## config.mk

```make
export PLATFORM = sky130hd
export DESIGN_NAME = ecc_secded_pipe_flat
export DESIGN_NICKNAME = d
export VERILOG_FILES = /design/src/rtl/ecc_pkg.sv /design/src/rtl/ecc_secded_pipe_if.sv /design/src/rtl/ecc_secded_core.sv /design/src/rtl/ecc_secded_pipe.sv /design/src/flat_wrapper.sv
export SDC_FILE = /design/constraint.sdc
export NUM_CORES = 1
export LEC_CHECK = 0
export CORE_MARGIN = 2
export CORE_UTILIZATION = 54
export CTS_BUF_LIST = sky130_fd_sc_hd__clkbuf_2 sky130_fd_sc_hd__clkbuf_4 sky130_fd_sc_hd__clkbuf_8
export DETAILED_ROUTE_END_ITERATION = 6
export GPL_ROUTABILITY_DRIVEN = 1
export PLACE_DENSITY_LB_ADDON = 0.12
export SKIP_LAST_GASP = 1
export SYNTH_ARGS = -nofsm -noshare
export SYNTH_HDL_FRONTEND = slang
export SYNTH_SLANG_ARGS = --single-unit
```

## constraint.sdc

```tcl
create_clock -name clk -period 3.9 [get_ports clk]
set_clock_uncertainty 0.2 [all_clocks]
set_input_delay 1.17 -clock clk [delete_from_list [all_inputs] [get_ports clk]]
set_output_delay 1.17 -clock clk [all_outputs]
set_load 0.02 [all_outputs]
```

## src/rtl/ecc_pkg.sv

```systemverilog
// rtl/ecc_pkg.sv - SECDED code geometry helpers and error-type encoding
package ecc_pkg;

    typedef enum logic [1:0] {
        ERR_NONE = 2'd0,
        ERR_SBE  = 2'd1,
        ERR_DBE  = 2'd2
    } err_type_e;

    localparam int MAX_PARITY_WIDTH = 8;

    function automatic int parity_width(input int data_width);
        int r;
        r = 1;
        while ((1 << r) < data_width + r + 1) r++;
        return r + 1;
    endfunction

    // Column = i-th non-power-of-two Hamming position, MSB added for odd weight.
    function automatic logic [MAX_PARITY_WIDTH-1:0] code_col(input int data_width, input int idx);
        int r;
        int pos;
        int k;
        logic [MAX_PARITY_WIDTH-1:0] col;
        r   = parity_width(data_width) - 1;
        pos = 2;
        k   = -1;
        while (k < idx) begin
            pos++;
            if ((pos & (pos - 1)) != 0) k++;
        end
        col = MAX_PARITY_WIDTH'(pos);
        if (($countones(col) % 2) == 0) col[r] = 1'b1;
        return col;
    endfunction

endpackage

```

## src/rtl/ecc_secded_pipe_if.sv

```systemverilog
// rtl/ecc_secded_pipe_if.sv - decode-side read word and corrected word handshake bundle
interface ecc_secded_pipe_if import ecc_pkg::*; #(
    parameter int DATA_WIDTH = 14
) ();
    localparam int PARITY_WIDTH = parity_width(DATA_WIDTH);

    logic                    dec_valid_in;
    logic                    dec_ready_out;
    logic [DATA_WIDTH-1:0]   dec_data_in;
    logic [PARITY_WIDTH-1:0] dec_parity_in;
    logic                    bypass;
    logic                    dec_valid_out;
    logic                    dec_ready_in;
    logic [DATA_WIDTH-1:0]   dec_data_out;
    logic                    dec_sbit_err;
    logic                    dec_dbit_err;

    modport master (
        output dec_valid_in, dec_data_in, dec_parity_in, bypass, dec_ready_in,
        input  dec_ready_out, dec_valid_out, dec_data_out, dec_sbit_err, dec_dbit_err
    );

    modport slave (
        input  dec_valid_in, dec_data_in, dec_parity_in, bypass, dec_ready_in,
        output dec_ready_out, dec_valid_out, dec_data_out, dec_sbit_err, dec_dbit_err
    );
endinterface

```

## src/rtl/ecc_secded_core.sv

```systemverilog
// rtl/ecc_secded_core.sv - combinational SECDED check-bit generation, syndrome and correction
module ecc_secded_core import ecc_pkg::*; #(
    parameter  int DATA_WIDTH   = 14,
    localparam int PARITY_WIDTH = parity_width(DATA_WIDTH)
) (
    input  logic [DATA_WIDTH-1:0]   data_in,
    input  logic [PARITY_WIDTH-1:0] parity_in,
    output logic [PARITY_WIDTH-1:0] parity_calc,
    output logic [PARITY_WIDTH-1:0] syndrome,
    output logic [DATA_WIDTH-1:0]   data_corr,
    output err_type_e               err_type
);
    logic [PARITY_WIDTH-1:0] cols [DATA_WIDTH];
    logic                    col_hit;

    for (genvar i = 0; i < DATA_WIDTH; i++) begin : g_col
        localparam logic [MAX_PARITY_WIDTH-1:0] COL = code_col(DATA_WIDTH, i);
        assign cols[i] = COL[PARITY_WIDTH-1:0];
    end

    always_comb begin
        parity_calc = '0;
        for (int i = 0; i < DATA_WIDTH; i++) begin
            parity_calc = parity_calc ^ (cols[i] & {PARITY_WIDTH{data_in[i]}});
        end
        syndrome  = parity_calc ^ parity_in;
        data_corr = data_in;
        col_hit   = 1'b0;
        for (int i = 0; i < DATA_WIDTH; i++) begin
            if (syndrome == cols[i]) begin
                data_corr[i] = ~data_in[i];
                col_hit      = 1'b1;
            end
        end
        // One-hot syndromes can never match a data column (all have weight >= 3).
        if (syndrome == '0)                      err_type = ERR_NONE;
        else if (col_hit || $onehot(syndrome))   err_type = ERR_SBE;
        else                                     err_type = ERR_DBE;
    end
endmodule

```

## src/rtl/ecc_secded_pipe.sv

```systemverilog
// rtl/ecc_secded_pipe.sv - pipelined SECDED codec with error counters; ECC_ERR_INJECT_EN adds inj_mask
module ecc_secded_pipe import ecc_pkg::*; #(
    parameter  int DATA_WIDTH   = 14,
    parameter  int CNT_WIDTH    = 8,
    localparam int PARITY_WIDTH = parity_width(DATA_WIDTH)
) (
    input  logic                               clk,
    input  logic                               rst_n,
    input  logic [DATA_WIDTH-1:0]              enc_data_in,
    output logic [PARITY_WIDTH-1:0]            enc_parity_out,
    ecc_secded_pipe_if.slave                   dec,
    input  logic                               cnt_clr,
`ifdef ECC_ERR_INJECT_EN
    input  logic [DATA_WIDTH+PARITY_WIDTH-1:0] inj_mask,
`endif
    output logic [CNT_WIDTH-1:0]               sbe_cnt,
    output logic [CNT_WIDTH-1:0]               dbe_cnt,
    output logic [PARITY_WIDTH-1:0]            err_syn,
    output logic                               err_syn_vld
);
    logic [PARITY_WIDTH-1:0]            enc_unused_syn;
    logic [DATA_WIDTH-1:0]              enc_unused_data;
    err_type_e                          enc_unused_err;
    logic [PARITY_WIDTH-1:0]            dec_unused_parity;
    logic [DATA_WIDTH+PARITY_WIDTH-1:0] dec_word;
    logic [PARITY_WIDTH-1:0]            dec_syn;
    logic [DATA_WIDTH-1:0]              dec_data_corr;
    err_type_e                          dec_err;

    ecc_secded_core #(.DATA_WIDTH(DATA_WIDTH)) u_enc (
        .data_in     (enc_data_in),
        .parity_in   ('0),
        .parity_calc (enc_parity_out),
        .syndrome    (enc_unused_syn),
        .data_corr   (enc_unused_data),
        .err_type    (enc_unused_err)
    );

`ifdef ECC_ERR_INJECT_EN
    assign dec_word = {dec.dec_parity_in, dec.dec_data_in} ^ inj_mask;
`else
    assign dec_word = {dec.dec_parity_in, dec.dec_data_in};
`endif

    ecc_secded_core #(.DATA_WIDTH(DATA_WIDTH)) u_dec (
        .data_in     (dec_word[DATA_WIDTH-1:0]),
        .parity_in   (dec_word[DATA_WIDTH+PARITY_WIDTH-1:DATA_WIDTH]),
        .parity_calc (dec_unused_parity),
        .syndrome    (dec_syn),
        .data_corr   (dec_data_corr),
        .err_type    (dec_err)
    );

    logic                    valid_q, valid_d;
    logic [DATA_WIDTH-1:0]   data_q, data_d;
    logic                    sbit_q, sbit_d, dbit_q, dbit_d;
    logic [CNT_WIDTH-1:0]    sbe_cnt_q, sbe_cnt_d, dbe_cnt_q, dbe_cnt_d;
    logic [PARITY_WIDTH-1:0] err_syn_q, err_syn_d;
    logic                    err_syn_vld_q, err_syn_vld_d;
    logic                    accept, sbe_ev, dbe_ev;

    assign dec.dec_ready_out = !valid_q || dec.dec_ready_in;
    assign accept            = dec.dec_valid_in && dec.dec_ready_out;
    assign sbe_ev            = accept && !dec.bypass && (dec_err == ERR_SBE);
    assign dbe_ev            = accept && !dec.bypass && (dec_err == ERR_DBE);

    always_comb begin
        valid_d       = valid_q;
        data_d        = data_q;
        sbit_d        = sbit_q;
        dbit_d        = dbit_q;
        sbe_cnt_d     = sbe_cnt_q;
        dbe_cnt_d     = dbe_cnt_q;
        err_syn_d     = err_syn_q;
        err_syn_vld_d = err_syn_vld_q;
        if (accept) begin
            valid_d = 1'b1;
            data_d  = dec.bypass ? dec.dec_data_in : dec_data_corr;
            sbit_d  = sbe_ev;
            dbit_d  = dbe_ev;
        end else if (valid_q && dec.dec_ready_in) begin
            valid_d = 1'b0;
        end
        // A clear coinciding with an error restarts the statistics from that error.
        if (cnt_clr) begin
            sbe_cnt_d     = sbe_ev ? CNT_WIDTH'(1) : '0;
            dbe_cnt_d     = dbe_ev ? CNT_WIDTH'(1) : '0;
            err_syn_d     = (sbe_ev || dbe_ev) ? dec_syn : '0;
            err_syn_vld_d = sbe_ev || dbe_ev;
        end else begin
            if (sbe_ev && (sbe_cnt_q != '1)) sbe_cnt_d = sbe_cnt_q + CNT_WIDTH'(1);
            if (dbe_ev && (dbe_cnt_q != '1)) dbe_cnt_d = dbe_cnt_q + CNT_WIDTH'(1);
            if ((sbe_ev || dbe_ev) && !err_syn_vld_q) begin
                err_syn_d     = dec_syn;
                err_syn_vld_d = 1'b1;
            end
        end
    end

    always_ff @(posedge clk or negedge rst_n) begin
        if (!rst_n) begin
            valid_q       <= 1'b0;
            data_q        <= '0;
            sbit_q        <= 1'b0;
            dbit_q        <= 1'b0;
            sbe_cnt_q     <= '0;
            dbe_cnt_q     <= '0;
            err_syn_q     <= '0;
            err_syn_vld_q <= 1'b0;
        end else begin
            valid_q       <= valid_d;
            data_q        <= data_d;
            sbit_q        <= sbit_d;
            dbit_q        <= dbit_d;
            sbe_cnt_q     <= sbe_cnt_d;
            dbe_cnt_q     <= dbe_cnt_d;
            err_syn_q     <= err_syn_d;
            err_syn_vld_q <= err_syn_vld_d;
        end
    end

    assign dec.dec_valid_out = valid_q;
    assign dec.dec_data_out  = data_q;
    assign dec.dec_sbit_err  = sbit_q;
    assign dec.dec_dbit_err  = dbit_q;
    assign sbe_cnt           = sbe_cnt_q;
    assign dbe_cnt           = dbe_cnt_q;
    assign err_syn           = err_syn_q;
    assign err_syn_vld       = err_syn_vld_q;
endmodule
```

## src/flat_wrapper.sv

```systemverilog
// flat-port wrapper written by rule: the top's interface ports become plain ports
module ecc_secded_pipe_flat import ecc_pkg::*;
#(
    parameter  int DATA_WIDTH   = 14,
    parameter  int CNT_WIDTH    = 8,
    localparam int PARITY_WIDTH = parity_width(DATA_WIDTH)
)
  (clk, rst_n, enc_data_in, enc_parity_out, cnt_clr, sbe_cnt, dbe_cnt, err_syn, err_syn_vld, dec_dec_valid_in, dec_dec_data_in, dec_dec_parity_in, dec_bypass, dec_dec_ready_in, dec_dec_ready_out, dec_dec_valid_out, dec_dec_data_out, dec_dec_sbit_err, dec_dec_dbit_err);
  ecc_secded_pipe_if #(.DATA_WIDTH(DATA_WIDTH)) dec_i ();
  input  logic clk;
  input  logic rst_n;
  input  logic [DATA_WIDTH-1:0] enc_data_in;
  output logic [PARITY_WIDTH-1:0] enc_parity_out;
  input  logic cnt_clr;
  output logic [CNT_WIDTH-1:0] sbe_cnt;
  output logic [CNT_WIDTH-1:0] dbe_cnt;
  output logic [PARITY_WIDTH-1:0] err_syn;
  output logic err_syn_vld;
  input wire logic [$bits(dec_i.dec_valid_in)-1:0] dec_dec_valid_in;
  input wire logic [$bits(dec_i.dec_data_in)-1:0] dec_dec_data_in;
  input wire logic [$bits(dec_i.dec_parity_in)-1:0] dec_dec_parity_in;
  input wire logic [$bits(dec_i.bypass)-1:0] dec_bypass;
  input wire logic [$bits(dec_i.dec_ready_in)-1:0] dec_dec_ready_in;
  output wire logic [$bits(dec_i.dec_ready_out)-1:0] dec_dec_ready_out;
  output wire logic [$bits(dec_i.dec_valid_out)-1:0] dec_dec_valid_out;
  output wire logic [$bits(dec_i.dec_data_out)-1:0] dec_dec_data_out;
  output wire logic [$bits(dec_i.dec_sbit_err)-1:0] dec_dec_sbit_err;
  output wire logic [$bits(dec_i.dec_dbit_err)-1:0] dec_dec_dbit_err;
  assign dec_i.dec_valid_in = dec_dec_valid_in;
  assign dec_i.dec_data_in = dec_dec_data_in;
  assign dec_i.dec_parity_in = dec_dec_parity_in;
  assign dec_i.bypass = dec_bypass;
  assign dec_i.dec_ready_in = dec_dec_ready_in;
  assign dec_dec_ready_out = dec_i.dec_ready_out;
  assign dec_dec_valid_out = dec_i.dec_valid_out;
  assign dec_dec_data_out = dec_i.dec_data_out;
  assign dec_dec_sbit_err = dec_i.dec_sbit_err;
  assign dec_dec_dbit_err = dec_i.dec_dbit_err;
  ecc_secded_pipe #(.DATA_WIDTH(DATA_WIDTH), .CNT_WIDTH(CNT_WIDTH)) u_core (.clk(clk), .rst_n(rst_n), .enc_data_in(enc_data_in), .enc_parity_out(enc_parity_out), .dec(dec_i), .cnt_clr(cnt_clr), .sbe_cnt(sbe_cnt), .dbe_cnt(dbe_cnt), .err_syn(err_syn), .err_syn_vld(err_syn_vld));
endmodule
```

==> reports/metrics.yaml, run 1 <==
die:
  num_rows: 27
  starting_density_of_the_core_pct: 56.12
  die_footprint_mm2: 0.006344
  die_h_um: 79.65
  core_region_area_mm2: 0.005507
  pin_count: 87
  fp.dieW_um: 79.65
global_route:
  grt_pass1_vias: 3098
  global_route.usage.total_pct: 31.75
  grt_overflow_total: 0
  grt_pass1_wl_um: 15320
  initial_antenna_violation_count: 0
  grt_max_degree: 41
timing:
  setup_viol_count_final: 18
  finalCriticalPeriod_ps: 5125
  timing.final.max_slew_violations: 0
  post-route-worst-setup-slack_ps: -1225
  relative_max_transition_margin_pct: 37.05
  timing_worst_slew_pin_value_ps: 941.3
  max_freq_ghz: 0.1951
  timing_hold_violations_final: 0
  unrepaired_setup_endpoints_after_global_routing: "true"
  worst_hold_margin_ps: 295.2
  final.period_utilization_pct: 131.4
pwr:
  power.ir.vdd_worst_mv: 0.5704
  total_leakage_power_uw: 0.002204
  fin_total_pwr_uw: 2671
  pwr_density_cell_mw_per_mm2: 535.0
route:
  drt.antenna.violating_nets: 0
  routed_wl_um: 10930
  detail_route.drc_violations: 0
  num_vias: 3275
  detail_route.iter0.violations: 366
  drt-wirelength-per-cell_um: 19.66
  avgViaCountPerCell: 5.890
  dr.pass1.iters: 5
run_status:
  failing_checks: "negative setup slack"
  status: "finished, violations left"
critical_path:
  worst_setup_path_endpoint: "u_core.sbe_cnt[2]"
  r2r_end: "u_core.dbe_cnt[3]"
  crit_path_top_delay_cell: "sky130_fd_sc_hd__xor3_2"
  crit_type: "input pin to flip-flop"
  critPathCaptureType: "flip-flop"
  worstPathArrival_ps: 5120
  worst_path_fanout_max: 6
  setup.worst_path.start: "dec_dec_data_in[0]"
  worst-r2r-cell-count: 8
  reg2reg_slack_ps: 1350
  crit_path_cells: "buf_8 -> xnor2_4 -> xor3_2 -> xnor2_4 -> xnor2_2 -> ha_1 -> fa_1 -> ha_2 -> fa_1 -> nor2_1 -> a22o_1 -> a311o_2 -> o21ai_4 -> nor3b_2 -> mux2_4"
  rr_startpoint: "u_core.dec.dec_valid_out"
  cp.required_ps: 3900
  worst_setup_path_start_kind: "input pin"
  cp_max_stage_delay_ps: 510
synth:
  ys_seq_area_share_pct: 32.39
  synthesis.instances: 318
  netlist_area_mm2: 0.003090
  yosys.cell_types.count: 53
  number_of_synthesized_flops_with_an_enable_pin: 0
  number_of_synthesized_register_bits: 40
  synthesis.area_per_instance_um2: 9.718
  synthArstFlopShare_pct: 100.0
  mappedNetlistNets: 364
  synth_ff_type: "sky130_fd_sc_hd__dfrtp_1"
  ys_warn_count: 0
clock_tree:
  clkTransAtPathRegs_ps: 90
  worst_skew_pair.late_latency_ps: 300
  cts_tree: "done"
  cts-buffers-inserted: 5
  cts.hold.buffers_added: 0
  clock_sink_count: 40
  cts-htree-levels: 2
  cts-root-to-sink-buffers: 2
  cts.root.buffer_cell: "sky130_fd_sc_hd__clkbuf_8"
placement:
  gp_congestion: 0.8648
  port_buffer_count: 86
  place_hpwl_um: 6675
  placed_area_mm2: 0.004549
  place_worst_setup_slack_ps: -1869
final_layout:
  fin_nets: 529
  multi_input_comb_area_mm2: 0.002374
  util_after_layout_pct: 90.66
  fill_cells: 227
  total_non_filler_cell_area_in_the_finished_layout_mm2: 0.004992
  drive_above_1_share_pct: 36.36
  most-common-layout-cells: "sky130_fd_sc_hd__buf_4, sky130_fd_sc_hd__clkdlybuf4s50_1, sky130_fd_sc_hd__nand2_1, sky130_fd_sc_hd__dfrtp_1, sky130_fd_sc_hd__o21ai_0"
  ff_latch_area_mm2: 0.001001
  synthToLayoutAreaGrowth_pct: 61.54
  antenna-diode-count: 0
  layout.cells.most_common: "sky130_fd_sc_hd__buf_4"
hold_path:
  worst_hold_path_type: "flip-flop to flip-flop"
job:
  timing.max_cap.violations: 0
where the power goes:
group	internal (uW)	total [uW]	switching, uW
Combinational	871	1820	949
Sequential	463	501	37.8
Clock	193	350	157
flip-flops by register name, summed over array words and instances (netlist names):
signal / flops
u_core.dbe_cnt: 8
u_core.dec.dec_data_out: 14
u_core.dec.dec_dbit_err: 1
u_core.dec.dec_sbit_err: 1
u_core.dec.dec_valid_out: 1
u_core.err_syn: 6
u_core.err_syn_vld: 1
u_core.sbe_cnt: 8
stage by stage:
stage | TNS [ps] | std cells
CTS | -20030 | 553
global route | -20830 | 556
finish | -19230 | 556
detailed placement | -38390 | 535
global placement | -34470 | 535
floorplan | -20020 | 318
Yosys cell counts (4+ instances only):
cell type                   n  share of area, %
sky130_fd_sc_hd__o21ai_0   23               3.7
sky130_fd_sc_hd__xnor2_1   32               9.1
sky130_fd_sc_hd__or4_1      4              0.97
sky130_fd_sc_hd__a21oi_1   11               1.8
sky130_fd_sc_hd__mux2_1     5               1.8
sky130_fd_sc_hd__ha_1       4               1.6
sky130_fd_sc_hd__dfrtp_1   40                32
sky130_fd_sc_hd__xnor3_1    5               3.6
sky130_fd_sc_hd__nor2_1    18               2.2
sky130_fd_sc_hd__nand2b_1   9               1.8
sky130_fd_sc_hd__nand2_1   47               5.7
sky130_fd_sc_hd__or3_1      6               1.2
sky130_fd_sc_hd__xnor2_2    5               2.6
sky130_fd_sc_hd__nor2b_1    4              0.81
sky130_fd_sc_hd__clkbuf_1   6              0.73
sky130_fd_sc_hd__xor2_1    23               6.5
sky130_fd_sc_hd__nand3_1   13               2.1
sky130_fd_sc_hd__nor3_1     9               1.5
cell families after synthesis:
kind of cell | after synthesis | share of synthesized area [%]
xor gates and xnor gates | 75 | 29.51
muxes | 7 | 2.591
adders and majority gates | 6 | 2.915
buffers and inverters | 11 | 1.579
and+or+nand+nor | 124 | 19.31
DFF | 40 | 32.39
AOI/OAI and AO/OA | 55 | 11.70
cell type report:
class,count,share of cell area [%]
clock inverter,3,0.9524
inverter,4,0.3008
tap,72,1.805
multi-input combinational,267,47.54
sequential,40,20.05
clock buffer,5,1.378
timing repair buffer,165,27.97
how the worst min path moves through the flow:
stage / from / end / slack, ps / cells past startpoint
2_1_floorplan: u_core.dec.dec_data_out[0] / u_core.dec.dec_data_out[0] / 390 / 2
4_1_cts: u_core.dec.dec_data_out[2] / u_core.dec.dec_data_out[2] / 290 / 2
5_1_grt: u_core.dec.dec_data_out[2] / u_core.dec.dec_data_out[2] / 320 / 2
3_3_place_gp: u_core.dec.dec_data_out[7] / u_core.dec.dec_data_out[7] / 260 / 2
6_report: u_core.dec.dec_data_out[4] / u_core.dec.dec_data_out[4] / 300 / 2
3_5_place_dp: u_core.dec.dec_data_out[10] / u_core.dec.dec_data_out[10] / 270 / 2
layer usage:
metal / up-vias / wire length (um) / GRT usage [%]
met3: 49 / 786 / 3.959
met4: 0 / 342 / 9.310
met1: 1579 / 4067 / 39.61
li1: 1437 / - / -
met5: - / 0 / 0
met2: 210 / 5735 / 57.39
critical path: cells and delay by family:
kind	cells	cell delay (ps)
AOI/OAI and AO/OA	3	950
adders and majority gates	4	1410
and+or+nand+nor	2	140
buffers and inverters	1	110
xor gates and xnor gates	4	990
muxes	1	320
timing repair:
item,in CTS,in global routing
endpoints found under the setup margin,30,26
pin swaps,43,39
buffers inserted,11,4
resized for setup,119,41
Power figures use the tool's default switching activity.
==> inputs of run 2 (changes only) <==
--- a/config.mk
+++ b/config.mk
@@ -11,6 +11,7 @@
 export DETAILED_ROUTE_END_ITERATION = 6
 export GPL_ROUTABILITY_DRIVEN = 1
 export PLACE_DENSITY_LB_ADDON = 0.12
+export RECOVER_POWER = 50
 export SKIP_LAST_GASP = 1
 export SYNTH_ARGS = -nofsm -noshare
 export SYNTH_HDL_FRONTEND = slang
==> reports/metrics.yaml, run 2 (same netlist as run 1, synthesis figures left out) <==
critical_path:
  cp.required_ps: 3900
  critPathCaptureType: "flip-flop"
  reg2reg_slack_ps: 1340
  r2r_end: "u_core.dbe_cnt[3]"
  worst-r2r-cell-count: 8
  cp_max_stage_delay_ps: 490
  rr_startpoint: "u_core.dec.dec_valid_out"
  crit_type: "input pin to flip-flop"
  worst_path_fanout_max: 6
  crit_path_top_delay_cell: "sky130_fd_sc_hd__fa_1"
  crit_path_cells: "dlygate4sd2_1 -> xnor3_2 -> xnor3_2 -> inv_1 -> ha_1 -> fa_1 -> ha_2 -> fa_1 -> nor2_1 -> a22o_1 -> a311o_2 -> o21ai_4 -> nor3b_2 -> mux2_4"
  worstPathArrival_ps: 5120
  worst_setup_path_start_kind: "input pin"
final_layout:
  fill_cells: 228
  layout.cells.most_common: "sky130_fd_sc_hd__buf_4"
  flip_flop_count_of_the_largest_register_after_layout: 14
  ff_latch_area_mm2: 0.001001
  instances_no_fill: 556
  synthToLayoutAreaGrowth_pct: 61.50
  most-common-layout-cells: "sky130_fd_sc_hd__buf_4, sky130_fd_sc_hd__nand2_1, sky130_fd_sc_hd__dfrtp_1, sky130_fd_sc_hd__clkdlybuf4s50_1, sky130_fd_sc_hd__o21ai_0"
  drive_above_1_share_pct: 36.16
  antenna-diode-count: 0
  fin_nets: 529
  multi_input_comb_area_mm2: 0.002374
route:
  drt-wirelength-per-cell_um: 19.63
  detail_route.iter0.violations: 351
  avgViaCountPerCell: 5.910
  dr.pass1.iters: 5
  drt.antenna.violating_nets: 0
  detail_route.drc_violations: 0
  num_vias: 3286
  routed_wl_um: 10910
placement:
  post-place-cells: 535
  place_worst_setup_slack_ps: -1869
  place_hpwl_um: 6675
  gp_congestion: 0.8648
  port_buffer_count: 86
clock_tree:
  cts-buffers-inserted: 5
  worst_skew_pair.late_latency_ps: 300
  cts.hold.buffers_added: 0
  cts.root.buffer_cell: "sky130_fd_sc_hd__clkbuf_8"
  cts_tree: "done"
  clock_sink_count: 40
  cts-htree-levels: 2
  cts-root-to-sink-buffers: 2
  clkTransAtPathRegs_ps: 90
pwr:
  total_leakage_power_uw: 0.002219
  power.ir.vdd_worst_mv: 0.5703
  power.share.combinational_pct: 68.0
  internal-power_uw: 1518
  p_clk_share_pct: 13.2
  power.net_switching_uw: 1139
  switching_share_pct: 42.87
  pwr_density_cell_mw_per_mm2: 532.5
  seq_power_share_pct: 18.8
timing:
  finalCriticalPeriod_ps: 5120
  unrepaired_setup_endpoints_after_global_routing: "true"
  relative_max_transition_margin_pct: -40.23
  timing_worst_slew_pin_value_ps: 2104
  final.period_utilization_pct: 131.3
  worst_hold_margin_ps: 295.2
  max_freq_ghz: 0.1953
  setup_viol_count_final: 19
  timing.final.max_slew_violations: 41
  post-route-worst-setup-slack_ps: -1220
  timing_hold_violations_final: 0
die:
  num_rows: 27
  die_h_um: 79.65
  die_footprint_mm2: 0.006344
  fp.dieW_um: 79.65
  starting_density_of_the_core_pct: 56.12
  core_region_area_mm2: 0.005507
  pin_count: 87
global_route:
  initial_antenna_violation_count: 0
  global_route.usage.total_pct: 31.75
  grt_pass1_wl_um: 15320
  grt_pass1_vias: 3098
  grt_overflow_total: 0
  grt_max_degree: 41
hold_path:
  worst_hold_path_type: "flip-flop to flip-flop"
  min_to: "u_core.dec.dec_data_out[2]"
  hold_path.startpoint: "u_core.dec.dec_data_out[2]"
  hold_depth: 2
run_status:
  failing_checks: "max-capacitance violations, max-slew violations, negative setup slack"
  status: "finished, violations left"
job:
  timing.max_cap.violations: 1
## run 2: cell count changes in the layout (fill, tap and decap cells not counted)
cell / before / now
sky130_fd_sc_hd__clkdlybuf4s50_1: 51 / 37
sky130_fd_sc_hd__dlygate4sd3_1: 0 / 14
sky130_fd_sc_hd__buf_2: 10 / 9
sky130_fd_sc_hd__clkbuf_1: 0 / 1
## run 2: worst max-delay path: cells and delay by family
family                     cells  cell delay (ps)
adders and majority gates      4             1360
AOI/OAI and AO/OA              3              950
xor gates and xnor gates       2              780
buffers and inverters          2              380
muxes                          1              320
and+or+nand+nor                2              150
## run 2: metal layers
| layer | wire length [um] | up-vias | share of wire [%] | GRT usage [%] |
|---|---|---|---|---|
| met3 | 857 | 43 | 7.9 | 3.959 |
| met4 | 337 | 0 | 3.1 | 9.310 |
| met1 | 4062 | 1581 | 37 | 39.61 |
| met2 | 5656 | 218 | 52 | 57.39 |
| met5 | 0 | - | 0 | 0 |
| li1 | - | 1444 | - | - |
## run 2: power groups by stage
stage,registers (uW),clock network (uW),logic [uW]
CTS,497,352,1590
global placement,503,0,1430
floorplan,559,0,841
detailed placement,505,0,1480
global route,504,367,1900
finish,499,351,1810
## run 2: stage by stage
stage	utilization [%]	setup TNS (ps)	power, uW	instance area [um2]
global route	90.64	-20860	2774	4991
finish	90.64	-19200	2658	4991
detailed placement	82.62	-38390	1983	4549
CTS	88.53	-20030	2442	4875
global placement	82.62	-34470	1936	4549
floorplan	-	-20020	1400	3142
## run 2: worst max path at each step
stage	from	endpoint	slack [ps]	depth (start not counted)
final	dec_dec_data_in[7]	u_core.sbe_cnt[2]	-1220	14
after global routing	dec_dec_data_in[0]	u_core.sbe_cnt[2]	-1300	15
after CTS	dec_dec_data_in[10]	u_core.dbe_cnt[5]	-1310	15
after detailed placement	dec_dec_data_in[3]	u_core.dbe_cnt[3]	-1870	16
after global placement	dec_dec_data_in[3]	u_core.sbe_cnt[4]	-1750	15
after floorplan	dec_dec_data_in[3]	u_core.sbe_cnt[4]	-1270	14
## run 2: cell type report
type                    instances  share of cell area (%)
clock buffers                   5                   1.379
clock inverters                 3                  0.9526
inverters                       4                  0.3008
multi-input cells             267                   47.56
flip-flops and latches         40                   20.06
well taps                      72                   1.805
repair buffers                165                   27.95
## run 2: what timing repair did
item / in CTS / in global routing
hold endpoints to repair: 0 / 0
pin swaps: 43 / 39
endpoints found under the setup margin: 30 / 26
setup buffers: 11 / 4
resized for setup: 119 / 41
==> inputs of run 3 (changes only) <==
--- a/config.mk
+++ b/config.mk
@@ -10,7 +10,7 @@
 export CTS_BUF_LIST = sky130_fd_sc_hd__clkbuf_2 sky130_fd_sc_hd__clkbuf_4 sky130_fd_sc_hd__clkbuf_8
 export DETAILED_ROUTE_END_ITERATION = 6
 export GPL_ROUTABILITY_DRIVEN = 1
-export PLACE_DENSITY_LB_ADDON = 0.12
+export PLACE_DENSITY = 0.86
 export RECOVER_POWER = 50
 export SKIP_LAST_GASP = 1
 export SYNTH_ARGS = -nofsm -noshare
==> reports/metrics.yaml, run 3 (same netlist as run 1, synthesis figures left out) <==
global_route:
  grt_pass1_wl_um: 16330
  grt_pass1_vias: 3365
  grt_max_degree: 41
  initial_antenna_violation_count: 0
  global_route.usage.total_pct: 33.68
  grt_overflow_total: 0
die:
  pin_count: 87
  starting_density_of_the_core_pct: 56.12
  num_rows: 27
  die_footprint_mm2: 0.006344
  fp.dieW_um: 79.65
  core_region_area_mm2: 0.005507
  die_h_um: 79.65
critical_path:
  critPathCaptureType: "flip-flop"
  cp_max_stage_delay_ps: 490
  crit_path_top_delay_cell: "sky130_fd_sc_hd__fa_1"
  worstPathArrival_ps: 5260
  cp.required_ps: 3890
  crit_type: "input pin to flip-flop"
  crit_path_cells: "dlygate4sd2_1 -> xnor3_2 -> xnor3_2 -> inv_2 -> ha_4 -> fa_1 -> ha_2 -> fa_1 -> nor2_1 -> a22o_1 -> a311o_2 -> o21ai_4 -> nor3b_2 -> mux2_4"
  worst_path_fanout_max: 6
  worst_setup_path_start_kind: "input pin"
route:
  routed_wl_um: 12120
  dr.pass1.iters: 5
  num_vias: 3477
  detail_route.iter0.violations: 495
  detail_route.drc_violations: 0
  avgViaCountPerCell: 6.231
  drt.antenna.violating_nets: 0
  drt-wirelength-per-cell_um: 21.73
clock_tree:
  cts-htree-levels: 2
  cts_tree: "done"
  worst_skew_pair.late_latency_ps: 300
  cts.root.buffer_cell: "sky130_fd_sc_hd__clkbuf_8"
  cts.hold.buffers_added: 0
  cts-root-to-sink-buffers: 2
  clkTransAtPathRegs_ps: 80
  clock_sink_count: 40
  cts-buffers-inserted: 5
final_layout:
  fill_cells: 215
  fin_nets: 532
  ff_latch_area_mm2: 0.001001
  drive_above_1_share_pct: 35.60
  synthToLayoutAreaGrowth_pct: 60.61
  most-common-layout-cells: "sky130_fd_sc_hd__buf_4, sky130_fd_sc_hd__nand2_1, sky130_fd_sc_hd__dfrtp_1, sky130_fd_sc_hd__clkdlybuf4s50_1"
  antenna-diode-count: 0
  layout.cells.most_common: "sky130_fd_sc_hd__buf_4"
  multi_input_comb_area_mm2: 0.002335
  flip_flop_count_of_the_largest_register_after_layout: 14
  util_after_layout_pct: 90.14
placement:
  place_worst_setup_slack_ps: -1857
  port_buffer_count: 86
  gp_congestion: 0.8488
  place_hpwl_um: 6964
run_status:
  failing_checks: "max-capacitance violations, max-slew violations, negative setup slack"
  status: "finished, violations left"
pwr:
  internal-power_uw: 1556
  seq_power_share_pct: 18.3
  p_clk_share_pct: 10.7
  pwr_density_cell_mw_per_mm2: 550.0
  power.ir.vdd_worst_mv: 0.5182
  power.share.combinational_pct: 71.0
  power.net_switching_uw: 1173
  total_leakage_power_uw: 0.002223
  switching_share_pct: 42.99
hold_path:
  worst_hold_path_type: "flip-flop to flip-flop"
timing:
  relative_max_transition_margin_pct: -53.54
  timing_worst_slew_pin_value_ps: 2303
  timing_hold_violations_final: 0
  post-route-worst-setup-slack_ps: -1372
  setup_viol_count_final: 25
  timing.final.max_slew_violations: 41
  final.period_utilization_pct: 135.2
  max_freq_ghz: 0.1897
  unrepaired_setup_endpoints_after_global_routing: "true"
  setup_tns_ps: -22960
  finalCriticalPeriod_ps: 5272
job:
  timing.max_cap.violations: 1
-- run 3: final cells by class --
cell class | instances | share of cell area, %
multi-input cells | 267 | 47.04
repair buffers | 168 | 29.04
flip-flops and latches | 40 | 20.17
well taps | 72 | 1.815
clock buffers | 6 | 1.538
inverters | 4 | 0.3025
clock inverters | 1 | 0.1008
-- run 3: worst max-delay path, delay by kind of cell --
kind            cells  cell delay (ps)
fa+ha+maj           4             1330
compound gates      3              950
xor+xnor            2              840
buf+inv             2              450
mux                 1              330
simple gates        2              180
-- run 3: power by group through the flow --
stage / sequential [uW] / combinational (uW) / clock [uW]
finish: 500 / 1940 / 291
global route: 503 / 2040 / 303
CTS: 495 / 1690 / 283
detailed placement: 504 / 1500 / 0
global placement: 502 / 1430 / 0
floorplan: 559 / 841 / 0
-- run 3: what timing repair did --
| action | 4_1_cts | 5_1_grt |
|---|---|---|
| gates cloned | 0 | 0 |
| pin swaps | 42 | 33 |
| endpoints found under the hold margin | 0 | 0 |
| endpoints found under the setup margin | 32 | 30 |
| setup buffers | 15 | 4 |
| gates resized for setup | 118 | 42 |
-- run 3: final timing paths --
kind	startpoint	endpoint	slack (ps)	depth (start not counted)
min reg2reg	u_core.dec.dec_data_out[10]	u_core.dec.dec_data_out[10]	300	2
max in group asynchronous	rst_n	u_core.dec.dec_data_out[4]	820	1
min	u_core.dec.dec_data_out[10]	u_core.dec.dec_data_out[10]	300	2
max reg2reg	u_core.dec.dec_valid_out	u_core.sbe_cnt[7]	1300	6
min in group asynchronous	rst_n	u_core.dec.dec_data_out[12]	1320	1
max	dec_dec_data_in[7]	u_core.sbe_cnt[2]	-1370	14
-- run 3: layer usage --
| layer | GRT usage, % | vias to the layer above | wire (um) |
|---|---|---|---|
| li1 | - | 1438 | - |
| met1 | 39.38 | 1685 | 4223 |
| met2 | 60.50 | 280 | 6128 |
| met3 | 6.109 | 74 | 1083 |
| met4 | 13.79 | 0 | 687 |
| met5 | 0 | - | 0 |
-- run 3: metrics by stage --
stage | instance area, um2 | hold WS (ps) | cells | total power [uW]
global placement | 4534 | 262.3 | 533 | 1929
finish | 4964 | 300.2 | 558 | 2730
floorplan | 3142 | 390.0 | 318 | 1400
CTS | 4805 | 290.0 | 555 | 2466
detailed placement | 4534 | 269.2 | 533 | 2002
global route | 4964 | 332.9 | 558 | 2846
